$ cat src/rtl/piso_pkg.sv
// Shared definitions for the parallel-in/serial-out transmitter.
// Holds the FSM state encoding and the default word width.
package piso_pkg;

  localparam int PISO_WIDTH_DEF = 8;

  typedef enum logic [1:0] {
    IDLE  = 2'd0,
    SHIFT = 2'd1,
    DONE  = 2'd2
  } piso_state_e;

endpackage

$ cat src/rtl/piso_shreg.sv
// Loadable shift register with zero-fill and async active-high reset.
// The serial bit is taken from whichever end MSB_FIRST selects.
module piso_shreg
  import piso_pkg::*;
#(
  parameter int WIDTH     = PISO_WIDTH_DEF,
  parameter bit MSB_FIRST = 1'b1
) (
  input  logic             clk,
  input  logic             rst,
  input  logic             load_en,
  input  logic             shift_en,
  input  logic [WIDTH-1:0] din,
  output logic             sbit
);

  logic [WIDTH-1:0] sreg_q;

  // Load wins over shift; the vacated end always fills with zero
  always_ff @(posedge clk or posedge rst) begin
    if (rst) begin
      sreg_q <= '0;
    end else if (load_en) begin
      sreg_q <= din;
    end else if (shift_en) begin
      if (MSB_FIRST) begin
        sreg_q <= {sreg_q[WIDTH-2:0], 1'b0};
      end else begin
        sreg_q <= {1'b0, sreg_q[WIDTH-1:1]};
      end
    end
  end

  assign sbit = MSB_FIRST ? sreg_q[WIDTH-1] : sreg_q[0];

endmodule

$ cat src/rtl/piso_tx.sv
// Parallel-in/serial-out transmitter: accepts a word on a valid/ready
// handshake and shifts it out one bit per cycle, framed by sof and done.
//
// state | meaning
// IDLE  | waiting for a word, load_ready high
// SHIFT | driving one payload bit per cycle, load_ready low
// DONE  | one-cycle done pulse, may accept the next word
module piso_tx
  import piso_pkg::*;
#(
  parameter int WIDTH     = PISO_WIDTH_DEF,
  parameter bit MSB_FIRST = 1'b1
) (
  input  logic             clk,
  input  logic             rst,
  input  logic [WIDTH-1:0] din,
  input  logic             load_valid,
  output logic             load_ready,
  output logic             sout,
  output logic             sout_valid,
  output logic             sof,
  output logic             done
);

  localparam int              CNT_W    = $clog2(WIDTH);
  localparam logic [CNT_W-1:0] CNT_LAST = CNT_W'(WIDTH - 1);

  piso_state_e      state_q;
  piso_state_e      state_d;
  logic [CNT_W-1:0] cnt_q;
  logic             ready_en_q;
  logic             accept;
  logic             in_shift;
  logic             sbit;

  // ready_en_q keeps load_ready low during reset and until the first edge after it
  assign in_shift   = (state_q == SHIFT);
  assign load_ready = ready_en_q && !in_shift;
  assign accept     = load_valid && load_ready;

  always_comb begin
    state_d = state_q;
    case (state_q)
      IDLE:    if (accept) state_d = SHIFT;
      SHIFT:   if (cnt_q == CNT_LAST) state_d = DONE;
      DONE:    state_d = accept ? SHIFT : IDLE;
      default: state_d = IDLE;
    endcase
  end

  always_ff @(posedge clk or posedge rst) begin
    if (rst) begin
      state_q    <= IDLE;
      cnt_q      <= '0;
      ready_en_q <= 1'b0;
    end else begin
      state_q    <= state_d;
      ready_en_q <= 1'b1;
      if (accept) begin
        cnt_q <= '0;
      end else if (in_shift) begin
        cnt_q <= (cnt_q == CNT_LAST) ? '0 : cnt_q + CNT_W'(1);
      end
    end
  end

  piso_shreg #(
    .WIDTH     (WIDTH),
    .MSB_FIRST (MSB_FIRST)
  ) u_shreg (
    .clk      (clk),
    .rst      (rst),
    .load_en  (accept),
    .shift_en (in_shift),
    .din      (din),
    .sbit     (sbit)
  );

  assign sout_valid = in_shift;
  assign sout       = in_shift & sbit;
  assign sof        = in_shift && (cnt_q == '0);
  assign done       = (state_q == DONE);

endmodule

$ cat config.mk
export PLATFORM = sky130hd
export DESIGN_NAME = piso_tx
export DESIGN_NICKNAME = d
export VERILOG_FILES = /design/src/rtl/piso_pkg.sv /design/src/rtl/piso_shreg.sv /design/src/rtl/piso_tx.sv
export SDC_FILE = /design/constraint.sdc
export NUM_CORES = 1
export LEC_CHECK = 0
export CAP_MARGIN = 15
export CORE_UTILIZATION = 47
export DETAILED_ROUTE_END_ITERATION = 12
export PLACE_DENSITY = 0.76
export SLEW_MARGIN = 20
export SYNTH_ARGS = -nofsm -noshare
export SYNTH_HDL_FRONTEND = slang
export SYNTH_SLANG_ARGS = --single-unit
$ cat constraint.sdc
create_clock -name clk -period 1.7 [get_ports clk]
set_input_delay 0.17 -clock clk [delete_from_list [all_inputs] [get_ports clk]]
set_output_delay 0.17 -clock clk [all_outputs]
set_load 0.03 [all_outputs]
======== After elaboration in Yosys (flattened, before gate mapping) ========
Index checks and enable logic that the tools add are counted.
W data, S select, Z words.
operators by class
  bitwise gates (word level) .............. 1
  muxes and demuxes ....................... 9
  $add $sub $neg .......................... 1
  reduce and logical (&&, ||, !) cells .... 8
  equal/unequal tests ..................... 5
operators with widths
  cell                   number
  $mux W8                2
  $mux W3                3
  $pmux W2 S3            1
  $mux W2                2
  $add A3 B1 Y3 const B  1
  $eq A3 B3 Y1 const B   1
  $logic_and A1 B1 Y1    3
  $logic_not A3 Y1       1
  $eq A2 B1 Y1 const B   1
  $eq A2 B2 Y1 const B   1
  $logic_not A2 Y1       1
  $ne A2 B1 Y1 const B   1
  $ne A2 B2 Y1 const B   1
  $reduce_and A2 Y1      1
  $reduce_bool A2 Y1     1
  $and A1 B1 Y1          1
  $logic_not A1 Y1       1
  $mux W1                1
storage, ports and cells
  flip-flop bits (word level) ............. 14
  output and inout bits ................... 5
  input port bits ......................... 11
  word-level logic and storage cells ...... 28

======== Depth between registers and ports, before layout ========
  depth after elaboration ................. 6
  depth in mapped cells ................... 5
  gate-level depth less buffers ........... 4

======== Modules after synthesis ========
Synthesis repeated with hierarchy kept, for this count alone.
unflattened totals
  cells, all modules ...................... 64
  area total of the unflattened synthesis .. 704.4 um^2
modules (own cells, without submodules)
  module      cells each  times used  sequential area each (um^2)  area an instance (um^2)
  piso_shreg  35          1           200.2                        372.9
  piso_tx     29          1           150.1                        331.6

======== Least setup slack after synthesis ========
No wires, ideal clock.
  path type ............................... flip-flop to output port
  from .................................... reg state_q[1]
  to ...................................... out sof
  path buffers ............................ 1
  data arrival time ....................... 1.372 ns
  setup slack ............................. 0.158 ns
  data required time ...................... 1.530 ns
  stages on the path, launching flop included .. 4
  cells stage by stage .................... dfrtp_1 -> nand2b_4 -> buf_6 -> nor3b_1
between the ends
  word-level cells in the longest chain between the ends .. 2
ends and longest elaborated chain
  element                   RTL line       RTL
  start: declaration        piso_tx.sv:28  piso_state_e state_q;
  start signal: assignment  piso_tx.sv:57  state_q <= state_d;
  $eq A2 B1 Y1              piso_tx.sv:37  assign in_shift = (state_q == SHIFT);
  $logic_and A1 B1 Y1       piso_tx.sv:81  assign sof = in_shift && (cnt_q == '0);
  end: declaration          piso_tx.sv:21  output logic sof,
No other way between the ends.

======== Worst setup path after layout ========
  from .................................... reg state_q[1]
  to ...................................... out sout
between the ends
  word-level cells in the longest chain between the ends .. 2
ends and longest elaborated chain
  element           RTL line       RTL
  $eq A2 B1 Y1      piso_tx.sv:37
  $and A1 B1 Y1     piso_tx.sv:80  assign sout = in_shift & sbit;
  end: declaration  piso_tx.sv:19  output logic sout,
No other way between the ends.

==> results.toml <==
[outcome]
status = "completed"

[place]
hpwlAfterDp_um = 944.5
io_buffers = 15
postPlaceCellArea_um2 = 859.6
gp_congestion = 0.8007

[drt]
vias = 519
dr.first_iter.drc_count = 9
wirelength_mm = 1.317
first_pass_iters = 4
route.antenna.remaining_nets = 0
via_per_inst = 5.463
wl_per_cell_um = 13.86
drc = 0

[cells_and_area]
num-nets-final = 95
final_cell_area_um2 = 887.1
drive_gt1_frac = 0.3000
area_growth_pct = 29.62
diodes = 0

[setup_path]
crit_slowest_cell = "dfrtp_1"
worstPathMaxFanout = 10
worstPathRequired_ns = 1.53
worst_setup_path_end_kind = "output pin"
critPathKind = "reg2out"
crit_arrival_ns = 1.42
crit_path_start_kind = "flip-flop"
cpMostUsedCell = "buf_4"
path_cells = "nand2b_4 > inv_2 > buf_4 > and2_1 > buf_4"
max_stage_delay_ns = 0.38
ff2ff_path_depth = 4

[power]
intPower_w = 0.0009012
p_leak_nw = 0.4544
power.share.sequential = 0.368
p_switching_w = 0.0005464
ir_worst_vdd_mv = 1.102
powerDensity_nw_per_um2 = 1632
power_frac_comb = 0.470
p_clk_frac = 0.162
swShare = 0.3775

[floorplan]
die_w_um = 40.16
start_util = 0.5131
pin_count = 16
dieArea_um2 = 1613
num_rows = 13
core_area_um2 = 1334
die_h_um = 40.16

[synth]
synth.area.top_cells = "dfrtp_1 51%, a221o_1 10%, and3_2 7.7%, ha_1 5.5%, nand2_1 3.3%"
synth_area_um2 = 684.4
syn-num-nets = 74
synthArstFlopShare = 1.000
synth_common_cells = "14 x dfrtp_1, 7 x a221o_1, 7 x and3_2"
yosysMostFrequentCell = "dfrtp_1"
yosysTopAreaCellShare = 0.5119
syn_avg_cell_area_um2 = 11.41
yosys.cell_types.count = 21
ys.flop_type = "dfrtp_1"
yosysWarnings = 0
synth_cells = 60
yosys.area.top_type = "dfrtp_1"
synth-seq-cells = 14
synth_edf_count = 0
synth.yosys.seq_area_share = 0.5119

[timing]
fin_setup_tns_ns = 0
hold_viol = 0
rsz0062_at_grt = "false"
min_period_ns = 1.589
setup_viol = 0
worst_pin_slew_ns = 0.5306
relSlewSlack = 0.6459
slew_viol_final = 0
fmax_ghz = 0.6293
fin_worst_skew_ns = 0.003854
layout_worst_path_cycle_share = 0.9347

[cts]
cts.path.max_buffers = 2
cts_buffers = 3
cts-root-buf = "clkbuf_4"
cts.clk_slew.worst_paths_ns = 0.08
clock-sinks = 14
clkLatencyLatePin_ns = 0.27
cts_tree = "done"
cts_post_setup_buffers_inserted = 0
cts_resized = 4
h-tree-depth = 1
cts_hold_buf = 0

[min_path]
hold_class = "in2async"

[global_routing]
grt_pass1_vias = 428
overflow = 0
antenna_found_initial = 0
grt_max_degree = 15
grt_use_total = 0.1984
grt_pass1_wl_mm = 1.980

[flow_run]
maxCapViolations = 0
==> state kept, by name (all words and copies together), names as in the netlist <==
name            count
u_shreg.sreg_q      8
ready_en_q          1
cnt_q               3
state_q             2
==> power by group through the flow <==
| stage | logic, W | registers, W | clock network (W) |
|---|---|---|---|
| after global routing | 0.000741 | 0.000545 | 0.000266 |
| after CTS | 0.000682 | 0.000532 | 0.000249 |
| after global placement | 0.000687 | 0.000531 | 0 |
| final | 0.000680 | 0.000532 | 0.000235 |
| after detailed placement | 0.000703 | 0.000538 | 0 |
| after floorplan | 0.000505 | 0.000514 | 0 |
==> cell families after synthesis <==
logic type                 synth area share
and+or+nand+nor                      0.2395
DFF                                  0.5119
AOI/OAI and AO/OA                    0.1353
buffers and inverters               0.05301
adders and majority gates           0.05485
other                              0.005479
==> critical path, delay by kind of cell (launching register included) <==
family / cells / cell delay (ns)
flip-flops: 1 / 0.38
AND/OR/NAND/NOR: 2 / 0.32
buffers and inverters: 3 / 0.43
==> final cells by class <==
type | count | area (um2)
repair buffers | 19 | 168.9
clock buffers | 4 | 36.28
inverters | 4 | 15.01
fillers | 113 | 446.7
well taps | 15 | 18.77
multi-input cells | 39 | 297.8
flip-flops and latches | 14 | 350.3
==> stage by stage <==
step | instances | setup WS (ns) | total power (W) | hold WS (ns) | utilization
2_1_floorplan | 60 | 0.1579 | 0.001019 | 0.05922 | -
3_3_place_gp | 91 | 0.1132 | 0.001218 | 0.4860 | 0.6445
3_5_place_dp | 91 | 0.06321 | 0.001241 | 0.4869 | 0.6445
4_1_cts | 95 | 0.03148 | 0.001463 | 0.2338 | 0.6679
5_1_grt | 95 | 0.01540 | 0.001552 | 0.2762 | 0.6651
6_report | 95 | 0.1109 | 0.001448 | 0.2325 | 0.6651
==> cell usage in the layout, fill, tap and decap left out <==
cell type,instances
o31ai_1,1
ha_1,3
nor3b_1,1
and3_2,7
clkbuf_2,1
nand2_1,6
and2b_2,1
dfrtp_1,14
or3_4,1
dlygate4sd2_1,3
clkbuf_4,3
nor2_2,1
clkdlybuf4s50_1,10
o22ai_1,1
inv_2,1
nand2b_4,1
clkbuf_8,1
and2_2,1
buf_4,5
conb_1,1
a21oi_2,1
nand3_1,3
a221o_1,7
and2_1,3
inv_1,3
==> layer usage <==
| layer | vias to the layer above | share of wire | global-route usage |
|---|---|---|---|
| met2 | 13 | 0.46 | 0.2782 |
| met5 | - | 0 | 0 |
| met3 | 2 | 0.039 | 0.05000 |
| met1 | 248 | 0.49 | 0.2768 |
| met4 | 0 | 0.0046 | 0.1034 |
| li1 | 256 | - | - |
==> path summary, 6_finish.rpt <==
| check | slack (ns) | endpoint | start |
|---|---|---|---|
| worst max register to register | 0.25 | cnt_q[0] | cnt_q[0] |
| worst min-delay path | 0.23 | cnt_q[1] | rst |
| max in group asynchronous | 1.12 | u_shreg.sreg_q[1] | rst |
| worst min register to register | 0.51 | u_shreg.sreg_q[2] | u_shreg.sreg_q[1] |
| worst max-delay path | 0.11 | sout | state_q[1] |
| min in group clk | 0.42 | u_shreg.sreg_q[0] | din[0] |
(Power assumes the default switching activity.)
